$ cat src/rtl/send_msg.sv
`default_nettype none
// ============================================================================
//  Module   : send_msg
//  Purpose  : Serialises a 3-byte motor command (lmotor, rmotor, dur) onto a
//             UART-style line: per byte one start bit (0), eight data bits
//             LSB first, then STOP_BITS stop bits (1). Bytes of one message
//             are sent back to back with no idle gap.
//  Ports    : clk    - system clock, rising-edge active
//             reset  - asynchronous, active-high reset
//             start  - request to send one message (accepted only when idle)
//             lmotor - first byte of the message
//             rmotor - second byte of the message
//             dur    - third byte of the message
//             TX     - registered serial output, idle high
//             busy   - high while a message is in flight
//             done   - one-cycle pulse in the first idle cycle after a message
//  Revision : 1.0  initial release
// ============================================================================
module send_msg #(
    parameter int CLKS_PER_BIT = 16,  // clk cycles per serial bit, 2..255
    parameter int STOP_BITS    = 2    // stop bits per byte, 1 or 2
) (
    input  logic       clk,
    input  logic       reset,
    input  logic       start,
    input  logic [7:0] lmotor,
    input  logic [7:0] rmotor,
    input  logic [7:0] dur,
    output logic       TX,
    output logic       busy,
    output logic       done
);

    localparam logic [7:0] c_BAUD_LAST = 8'(CLKS_PER_BIT - 1);
    localparam logic       c_STOP_LAST = 1'(STOP_BITS - 1);
    localparam logic [1:0] c_BYTE_LAST = 2'd2;
    localparam logic [2:0] c_BIT_LAST  = 3'd7;

    typedef enum logic [1:0] {
        S_IDLE  = 2'd0,
        S_START = 2'd1,
        S_DATA  = 2'd2,
        S_STOP  = 2'd3
    } state_t;

    state_t     r_state,    w_state;
    logic [1:0] r_byte_idx, w_byte_idx;
    logic [2:0] r_bit_idx,  w_bit_idx;
    logic [7:0] r_baud,     w_baud;
    logic       r_stop_idx, w_stop_idx;
    logic [7:0] r_lm, r_rm, r_dur;
    logic       r_tx,   w_tx;
    logic       r_done, w_done;
    logic       w_capture;
    logic       w_baud_end;
    logic [7:0] w_cur_byte;

    // Next-state logic. TX is computed from the *next* state so that the
    // registered line already shows the new bit in the cycle after the edge
    // that changes state (start bit appears in the first cycle after accept).
    always_comb begin
        w_state    = r_state;
        w_byte_idx = r_byte_idx;
        w_bit_idx  = r_bit_idx;
        w_baud     = r_baud;
        w_stop_idx = r_stop_idx;
        w_done     = 1'b0;
        w_capture  = 1'b0;
        w_baud_end = (r_baud == c_BAUD_LAST);

        case (r_state)
            S_IDLE: begin
                if (start) begin
                    w_capture  = 1'b1;
                    w_state    = S_START;
                    w_byte_idx = 2'd0;
                    w_bit_idx  = 3'd0;
                    w_stop_idx = 1'b0;
                    w_baud     = 8'd0;
                end
            end
            S_START: begin
                if (w_baud_end) begin
                    w_baud    = 8'd0;
                    w_bit_idx = 3'd0;
                    w_state   = S_DATA;
                end else begin
                    w_baud = r_baud + 8'd1;
                end
            end
            S_DATA: begin
                if (w_baud_end) begin
                    w_baud = 8'd0;
                    if (r_bit_idx == c_BIT_LAST) begin
                        w_bit_idx  = 3'd0;
                        w_stop_idx = 1'b0;
                        w_state    = S_STOP;
                    end else begin
                        w_bit_idx = r_bit_idx + 3'd1;
                    end
                end else begin
                    w_baud = r_baud + 8'd1;
                end
            end
            S_STOP: begin
                if (w_baud_end) begin
                    w_baud = 8'd0;
                    if (r_stop_idx == c_STOP_LAST) begin
                        w_stop_idx = 1'b0;
                        if (r_byte_idx == c_BYTE_LAST) begin
                            w_state = S_IDLE;
                            w_done  = 1'b1;
                        end else begin
                            w_byte_idx = r_byte_idx + 2'd1;
                            w_state    = S_START;
                        end
                    end else begin
                        w_stop_idx = r_stop_idx + 1'b1;
                    end
                end else begin
                    w_baud = r_baud + 8'd1;
                end
            end
            default: w_state = S_IDLE;
        endcase

        // Captured bytes are only read in DATA, never in the accept cycle.
        case (w_byte_idx)
            2'd0:    w_cur_byte = r_lm;
            2'd1:    w_cur_byte = r_rm;
            default: w_cur_byte = r_dur;
        endcase

        case (w_state)
            S_START: w_tx = 1'b0;
            S_DATA:  w_tx = w_cur_byte[w_bit_idx];
            default: w_tx = 1'b1;
        endcase
    end

    always_ff @(posedge clk or posedge reset) begin
        if (reset) begin
            r_state    <= S_IDLE;
            r_byte_idx <= 2'd0;
            r_bit_idx  <= 3'd0;
            r_baud     <= 8'd0;
            r_stop_idx <= 1'b0;
            r_lm       <= 8'd0;
            r_rm       <= 8'd0;
            r_dur      <= 8'd0;
            r_tx       <= 1'b1;
            r_done     <= 1'b0;
        end else begin
            r_state    <= w_state;
            r_byte_idx <= w_byte_idx;
            r_bit_idx  <= w_bit_idx;
            r_baud     <= w_baud;
            r_stop_idx <= w_stop_idx;
            r_tx       <= w_tx;
            r_done     <= w_done;
            if (w_capture) begin
                r_lm  <= lmotor;
                r_rm  <= rmotor;
                r_dur <= dur;
            end
        end
    end

    // busy decodes the state register directly, so an asynchronous reset
    // drops it immediately along with TX.
    assign TX   = r_tx;
    assign busy = (r_state != S_IDLE);
    assign done = r_done;

endmodule
`default_nettype wire
$ cat config.mk
export PLATFORM = sky130hd
export DESIGN_NAME = send_msg
export DESIGN_NICKNAME = d
export VERILOG_FILES = /design/src/rtl/send_msg.sv
export SDC_FILE = /design/constraint.sdc
export NUM_CORES = 1
export LEC_CHECK = 0
export CAP_MARGIN = 20
export CORE_ASPECT_RATIO = 2
export CORE_MARGIN = 2
export CORE_UTILIZATION = 49
export CTS_BUF_LIST = sky130_fd_sc_hd__clkbuf_16
export CTS_CLUSTER_SIZE = 30
export DETAILED_ROUTE_END_ITERATION = 16
export PLACE_DENSITY = 0.75
export SYNTH_ARGS = -nofsm -noshare
export SYNTH_HDL_FRONTEND = slang
export SYNTH_SLANG_ARGS = --single-unit
$ cat constraint.sdc
create_clock -name clk -period 2.5 [get_ports clk]
set_input_delay 0.625 -clock clk [delete_from_list [all_inputs] [get_ports clk]]
set_output_delay 0.625 -clock clk [all_outputs]
set_load 0.01 [all_outputs]
==> results.md, run 1 <==
Critical path:
- STA classifies the critical path endpoint as a flop.
- The type of the setup path with the least slack is reg2reg.
- In this run the register-to-register setup slack is -0.15 ns.
- The data arrival time at the worst-slack endpoint is roughly 2.8 ns.
- The type of origin of the critical path is a flop.
- The required arrival time at the worst endpoint is 2.66 ns.
- The maximum net fanout on the critical path is 6.

Timing:
- The max-slew violation count is 0.
- The maximum achievable frequency is 377.7 MHz.
- The final hold violation count is 0.
- Setup violations remaining at the end of the flow were counted as 1.
- The final critical path takes up 105.9% of the cycle.
- The final worst-path setup slack is -0.1478 ns.
- Counting I/O delays and the setup requirement, the final critical path takes around 2.6 ns.
- Headroom to the max-slew limit came out at between 60% and 70%.
- Setup repair after global routing could not meet its margin everywhere.
- Across the routed clock network, the largest skew measured is approximately 0.0088 ns.
- The transition at the pin with the smallest max-transition slack is between 0.5 and 0.6 ns.

Logic synthesis:
- The post-synthesis instance area is 0.002252 mm2.
- The parity-gate share of the synthesized area counting xor and xnor cells is under 10%.
- The cell count after synthesis came out at 198.
- Of the post-synthesis cell area, the part taken by muxes is 15.56%.
- A synthesized cell averages approximately 11 um2.
- Counting instances in the post-synthesis netlist gives the leading cell types as dfrtp_1, mux2_2, nor2_1, inv_1, ha_1.
- The synthesized netlist devotes roughly 5.6% of its cell area to adder and majority cells.
- By area the synthesized netlist is led by dfrtp_1, mux2_2, ha_1.
- The area share of the largest cell type after synthesis is 45.56%.
- The share of synthesized flip-flops with an asynchronous set or reset is 100.0%.
- Among all flip-flop cells after synthesis, the most frequent one is dfrtp_1.
- Summing the areas of all compound-gate instances in the mapped netlist gives about 14% of the synthesized area.
- The most repeated cell in the gate-level netlist after synthesis is dfrtp_1.
- For this run, the register share of the synthesized area comes to between 40% and 50%.
- The synthesized design spends more area on one cell type than any other, namely dfrtp_1.
- The synthesized-area fraction occupied by and/or/nand/nor cells is between 10% and 20%.
- The register bit count reported by yosys is 42.
- In this run, distinct cell masters in the synthesized netlist total between 40 and 50.
- The dominant combinational cell family by area after synthesis is multiplexers.
- Yosys mapped a number of flops with a built-in enable equal to 0.
- The total nets after synthesis is between 200 and 250.
- Yosys printed 0 warnings.

Clock network:
- The number of buffers on the longest clock path is 2.
- The number of CTS-inserted buffers is 5.
- Clock latency on the worst-skew pair, taken at its later pin, is roughly 0.28 ns.
- The CTS tree is built.
- Clock tree synthesis selected as its root buffer the cell clkbuf_16.
- The clock transition time at the flip-flop clock pins of the worst setup and hold paths is approximately 0.06 ns.
- The clock tree synthesis step divided the H-tree into 2 levels.
- The number of clock sinks seen by CTS is 42.

Routing:
- The final layout contains routed wiring with a total length of 5365 um.
- The number of vias per cell is just under 6.
- The post-route antenna net violation count is 0.
- The number of design-rule violations left by the first detailed-router iteration is between 60 and 70.
- The routed layout has between 1500 and 2000 vias.
- The number of search-and-repair iterations in the first detailed-routing pass is 4.
- For this run, design rule violations remaining after detail routing come to 0.
- Dividing the detail-routed wire length by the instance count gives around 17 um.

GRT:
- In the global route stage, overall resource usage came out at around a fifth.
- For met2 alone, demand over resource in global routing was a little under two fifths.
- The via count of the first global-routing pass is ~1700.
- The global-route layer with the greatest usage is met2.
- The number of antenna violations at the first check in global routing came to 0.
- The leftover overflow at the end of global routing is 0.
- The first global-routing pass estimated slightly below 8000 um of wire.
- Entering global routing, the biggest net connects 43 pins.
- Global routing consumed, on the met3 layer, under 10% of the routing resources.
- The met1 track demand over resource in global routing is between 20% and 30%.

Power and ir drop:
- Total power for the finished layout comes to about 1400 uW.
- The worst voltage drop across the vdd grid is 629.9 uV.
- In this run the power density over the cells is between 400 and 500 mW/mm2.
- For this design the static power due to leakage is roughly 0.0014 uW.

Place:
- In this run, placement finished with an instance count of between 200 and 300.
- Summed over all nets, the half-perimeter wirelength after detailed placement is around 3600 um.
- Before CTS, the worst setup slack after placement is -0.2394 ns.
- Port buffering added 29 buffers.
- The congestion estimate from routability-driven global placement came to approximately 0.9.
- The total cell area at the placement stage is roughly 0.0027 mm2.

Floorplan:
- In this run the count of I/O pins placed on the die edge is 30.
- The total core area is approximately 0.0044 mm2.
- The floorplan step set the die width to between 50 and 60 um.
- The area enclosed by the die boundary is between 0.005 and 0.006 mm2.
- The height of the die is 99.88 um.
- Once the floorplan was initialized, standard cells occupied about half of the core.
- The floorplan has 34 rows.

Final layout:
- After the last flow step, the layout net total stands at 289.
- The post-layout utilization of the core is ~70%.
- Relative to the synthesized area, the layout overhead comes to 35.28%.
- With fillers left out, the area of the finished cells amounts to slightly above 0.003 mm2.
- The number of antenna cells inserted is 0.
- After the flow finishes, the layout carries non-filler instances totaling 307.
- The number of filler instances in the final layout is 325.
- In the final layout, the share of cells above drive strength 1 is ~34%.

Flow run:
- Max-cap violations in this run came to 0.

Min path:
- The class of the most critical hold timing path is reg2reg.

Status:
- The flow ran to the end, but the final reports show violations.
- The checks that failed: negative setup slack.
-- power by group --
part | leakage (uW) | switching, uW | internal, uW
Combinational | 0.000767 | 19.0 | 37.7
Sequential | 0.000566 | 0 | 680
Clock | 0.0000826 | 248 | 464
Total | 0.00142 | 267 | 1180
-- critical path, cell delays in order, from the launching register on --
cell,delay [ns]
dfrtp_1,0.42
or4_4,0.61
o22ai_2,0.15
nand3_2,0.14
a22oi_2,0.24
inv_2,0.13
a211oi_2,0.29
a2111oi_2,0.11
o41ai_1,0.44
-- area by class of cell --
class	instances	area (um2)	area share [%]
Sequential cell	42	1055	34.62
Clock buffer	5	125.1	4.107
Clock inverter	3	37.54	1.232
Timing Repair Buffer	53	521.8	17.13
Tap cell	54	67.56	2.218
Inverter	14	52.55	1.725
Multi-Input combinational cell	136	1187	38.97
-- metrics by stage --
step                      setup TNS (ns)  hold slack, ns
after floorplan                        0          0.4655
after global placement           -0.2223          0.4877
after detailed placement         -0.2394          0.4966
after CTS                              0          0.5084
after global routing             -0.2396          0.5254
final                            -0.1478          0.5074
-- path summary, 6_finish.rpt --
kind	startpoint	endpoint	depth (start not counted)
worst min-delay path	r_dur[1]$_DFFE_PP0P_	r_dur[1]$_DFFE_PP0P_	1
worst max-delay path	r_baud[7]$_DFFE_PP0P_	TX$_DFF_PP1_	8
min in group asynchronous	reset	r_lm[3]$_DFFE_PP0P_	3
worst min register to register	r_dur[1]$_DFFE_PP0P_	r_dur[1]$_DFFE_PP0P_	1
max in group asynchronous	reset	r_state[0]$_DFF_PP0_	3
worst max register to register	r_baud[7]$_DFFE_PP0P_	TX$_DFF_PP1_	8
-- kinds of logic after synthesis --
family          count (synthesis)
compound gates                 37
mux                            32
xor+xnor                        6
flops                          42
fa+ha+maj                      10
buf+inv                        20
simple gates                   51
-- routing by layer --
| layer | share of wire, % | up-vias |
|---|---|---|
| li1 | - | 819 |
| met1 | 33 | 879 |
| met2 | 58 | 54 |
| met3 | 3.4 | 19 |
| met4 | 5.0 | 0 |
| met5 | 0 | - |
-- repair_timing --
item / 4_1_cts / 5_1_grt
cloned: 0 / 2
hold buffers: 0 / 0
setup endpoints to repair: 1 / 1
buffers inserted: 0 / 6
pin swaps: 4 / 12
resized for setup: 5 / 18
-- registers in the layout, summed over array words and instances, names as in the netlist, 2 cells and up --
signal      flops
r_baud          8
r_byte_idx      2
r_lm            8
r_bit_idx       3
r_dur           8
r_rm            8
r_state         2
-- cell usage in the layout (no fill, tap or decap), types with 2 or more instances in the layout --
master and count:
a2111oi_2 2, a211oi_2 5, a21oi_1 5, and3_1 2, buf_4 20, clkbuf_16 7
clkdlybuf4s50_1 29, dfrtp_1 39, dfrtp_2 2, ha_1 6, ha_2 3, inv_1 12
inv_2 3, mux2_2 24, mux2i_1 6, mux2i_2 2, nand2_1 8, nand3_1 4
nand3_2 2, nand4_1 2, nor2_1 22, nor2b_1 2, nor3_1 2, nor4_4 2
o21a_1 3, o21ai_0 6, xnor2_1 2, xor2_1 4
No activity file was read; power rests on OpenSTA's default activity.
==> inputs of run 2 (changes only) <==
Settings changed: CORE_ASPECT_RATIO 2 to not set, GPL_TIMING_DRIVEN set to 0.
==> run 2 against run 1 <==
  * The flow still finishes with violations (negative setup slack)
  * Sequential share of layout area is 1.0 points higher
  * Final cell count is 2.9% lower
  * Clock-buffer cell count stayed put
  * Design area is 3.0% lower
  * Clock skew is 0.0049 ns lower
  * Setup slack better by 0.12 ns
  * First-iteration DRC count is 14% lower
  * Power is 6.5% lower
  * Largest cell class unchanged
  * Largest power group is now sequential cells
  * Highest routed layer unchanged
==> results.md, run 2 (same netlist as run 1, synthesis figures left out) <==
Status:
- The run finished, with violations left.
- The checks that failed: negative setup slack.

GRT:
- The number of antenna violations at the first check in global routing was 0.
- The via count of the first global-routing pass is approximately 1600.
- The largest net degree at the start of global routing is 43.
- The first global-routing pass estimated a little under 8000 um of wire.
- In the global route stage, overall resource usage came out at 19.38%.
- The total overflow left after global routing is 0.

Timing:
- The transition at the pin with the smallest max-transition slack is between 0.8 and 0.9 ns.
- For the final routed database, the setup TNS stands at -0.02313 ns.
- The max-slew violation count came to 0.
- The smallest clock period supported by the final layout is computed as 2.523 ns.
- Setup repair after global routing could not meet its margin everywhere.
- The final hold violation count came to 0.
- Between clock sinks in the finished design, the worst skew comes to ~0.004 ns.
- The number of failing setup endpoints in the final timing report is 1.
- Based on the critical path, the design can be clocked at up to ~400 MHz.
- The worst pin sits at a relative slew slack of 43.53%.
- In the finished design, the share of the clock period the worst path needs comes to 100.9%.
- Once routing completed, OpenROAD measured the worst setup slack at -0.02313 ns.

Routing:
- The average wire length per cell after detail routing is approximately 15 um.
- The number of design-rule violations left by the first detailed-router iteration is between 50 and 60.
- For this run, design rule violations remaining after detail routing come to 0.
- The overall routed net length is roughly 4500 um.
- Summed over all nets, wire length on met2 after detailed routing comes to ~2400 um.
- After detailed routing, the number of vias per cell comes to between 5 and 6.
- After detailed routing, the wire length on met1 is 1934 um.
- The pre-antenna-repair detailed-routing pass consisted of 4 iterations.
- The met3 wire length is 159 um.
- The highest routed metal layer is met4.
- The post-route antenna net violation count is 0.
- The detailed router placed approximately 1600 vias in this run.

Critical path:
- The critical path is of the reg2reg type.
- The worst register-to-register path begins at r_state[0]$_DFF_PP0_.
- The worst setup path is launched from a flop.
- In this run the register-to-register setup slack is -0.02 ns.
- The capture instance of the worst register-to-register path is TX$_DFF_PP1_.
- The data arrival time at the worst-slack endpoint is between 2 and 3 ns.
- STA puts the critical path data required time at between 2 and 3 ns.
- The maximum net fanout on the critical path is 8.
- STA classifies the critical path endpoint as a flop.
- The worst reg-to-reg path cell count is 10.

Place:
- The congestion estimate from routability-driven global placement came to between 0.8 and 0.9.
- The count of placed standard cells including taps is 279.
- Port buffering added 29 buffers.
- The detailed-placement wirelength estimate is 3100 um.
- The post-placement worst setup slack is -0.6322 ns.

Floorplan:
- Pin placement for this block handled 30 I/O pins.
- The floorplan has 24 rows.
- The die width is roughly 72 um.
- The height of the die is ~72 um.
- In this run the standard cell core region covers ~0.0044 mm2.
- The area enclosed by the die boundary is 0.005155 mm2.
- Once the floorplan was initialized, standard cells occupied approximately 50% of the core.

Flow run:
- The max-capacitance violation count is 0.

Final layout:
- The number of filler instances in the final layout is 346.
- The area added between synthesis and finish is 31.17%.
- 0 antenna diodes ended up in the layout.
- For this run, the post-layout net count is 282.
- The top cell types in the final layout, fill and taps aside, are dfrtp_1, clkdlybuf4s50_1, mux2_2, nor2_1, buf_4.
- The finished layout holds 298 standard cells, fillers aside.
- The most common library cell in the layout ignoring fill and taps is dfrtp_1.
- The post-route netlist has 32.52% of its cells at a drive strength greater than 1.

Power and ir drop:
- Per report_power, the clock group accounts for about 46% of the total.
- The switching portion of total power is around a fifth.
- Power spread over the standard cell area amounts to between 400 and 500 mW/mm2.
- Summed over all nets, the switching power comes to between 200 and 300 uW.
- Overall power consumption after layout is estimated at 1354 uW.
- The proportion of power drawn by flip-flops and latches is between 50 and 60%.
- In this run the static leakage power is approximately 0.0014 uW.
- The worst voltage drop across the vdd grid is ~340 uV.
- The proportion of power drawn by combinational gates is 4.0%.
- The internal power of the cells totals 1078 uW.

Clock network:
- The number of CTS-inserted buffers is 5.
- The CTS tree is built.
- The number of hold buffers added after cts is 0.
- The clock drives between 40 and 50 sinks.
- The clock insertion delay at the later pin of the skew report is 0.28 ns.
- The buffer type at the clock tree root is clkbuf_16.
- The level count of the clock H-tree is 2.
- Counting along the longest clock path gives a buffer depth of 2.
- After clock tree synthesis, the clock-pin slew on the worst setup and hold paths is around 0.060 ns.

Min path:
- The startpoint identified for the worst hold timing path is r_lm[2]$_DFFE_PP0P_.
- The endpoint with the worst hold slack is r_lm[2]$_DFFE_PP0P_.
- The class of the most critical hold timing path is reg2reg.
- The count of cells along the worst hold path is 1.
-- run 2: cell types whose count changed in the layout (fill, tap and decap cells not counted), sizes merged --
| cell | change |
|---|---|
| buf | -6 |
| bufinv | -1 |
| clkbuf | -1 |
| clkdlybuf4s50 | -1 |
| clkinv | +1 |
| dlygate4sd2 | +1 |
-- run 2: repair_timing --
action                                  CTS  global route
pin swaps                                 7             5
gates resized for setup                  16            13
setup buffers                             9             3
gates cloned                              1             0
endpoints found under the setup margin    1             1
endpoints found under the hold margin     0             0
-- run 2: worst max-delay path by stage --
stage,from,end,slack [ns],cells after the start
2_1_floorplan,r_state[0]$_DFF_PP0_,TX$_DFF_PP1_,0.13,11
3_3_place_gp,start,TX$_DFF_PP1_,-0.59,10
3_5_place_dp,start,TX$_DFF_PP1_,-0.63,10
4_1_cts,r_state[1]$_DFF_PP0_,TX$_DFF_PP1_,0.003,9
5_1_grt,r_state[0]$_DFF_PP0_,TX$_DFF_PP1_,-0.17,11
6_report,r_state[0]$_DFF_PP0_,TX$_DFF_PP1_,-0.02,10
-- run 2: worst max-delay path, cell delays in order, from the launching register on --
cell and delay (ns):
dfrtp_1 0.43, inv_4 0.08, ha_4 0.18, nor2b_4 0.15
o21a_1 0.20, a311oi_4 0.35, buf_4 0.19, buf_2 0.16
a21oi_1 0.10, a2111oi_1 0.46, o41ai_2 0.13
-- run 2: per-layer routing --
metal  up-vias  global-route usage (%)
met3         6                   5.345
met2        30                   33.54
met5         -                       0
met1       795                   23.64
met4         0                   5.660
li1        807                       -
-- run 2: metrics by stage --
step	util [%]	area, um2	hold slack [ns]
2_1_floorplan	-	2252	0.4655
3_3_place_gp	59.47	2608	0.4867
3_5_place_dp	59.47	2608	0.4933
4_1_cts	65.55	2874	0.5067
5_1_grt	67.38	2954	0.5143
6_report	67.38	2954	0.5061
-- run 2: power by group through the flow --
stage	Combinational [uW]	Sequential, uW	Clock, uW
2_1_floorplan	10.6	692	0
3_3_place_gp	55.2	692	0
3_5_place_dp	55.4	692	0
4_1_cts	55.3	680	628
5_1_grt	59.4	680	653
6_report	53.7	680	621
-- run 2: layout make-up --
cell class	instances	area (um2)	share of cell area, %
plain buffers	4	30.03	1.017
clock buffers	5	125.1	4.235
clock inverters	3	13.76	0.4659
inverters	14	55.05	1.864
multi-input cells	136	1227	41.55
flip-flops and latches	42	1054	35.66
well taps	52	65.06	2.202
repair buffers	42	384.1	13.00
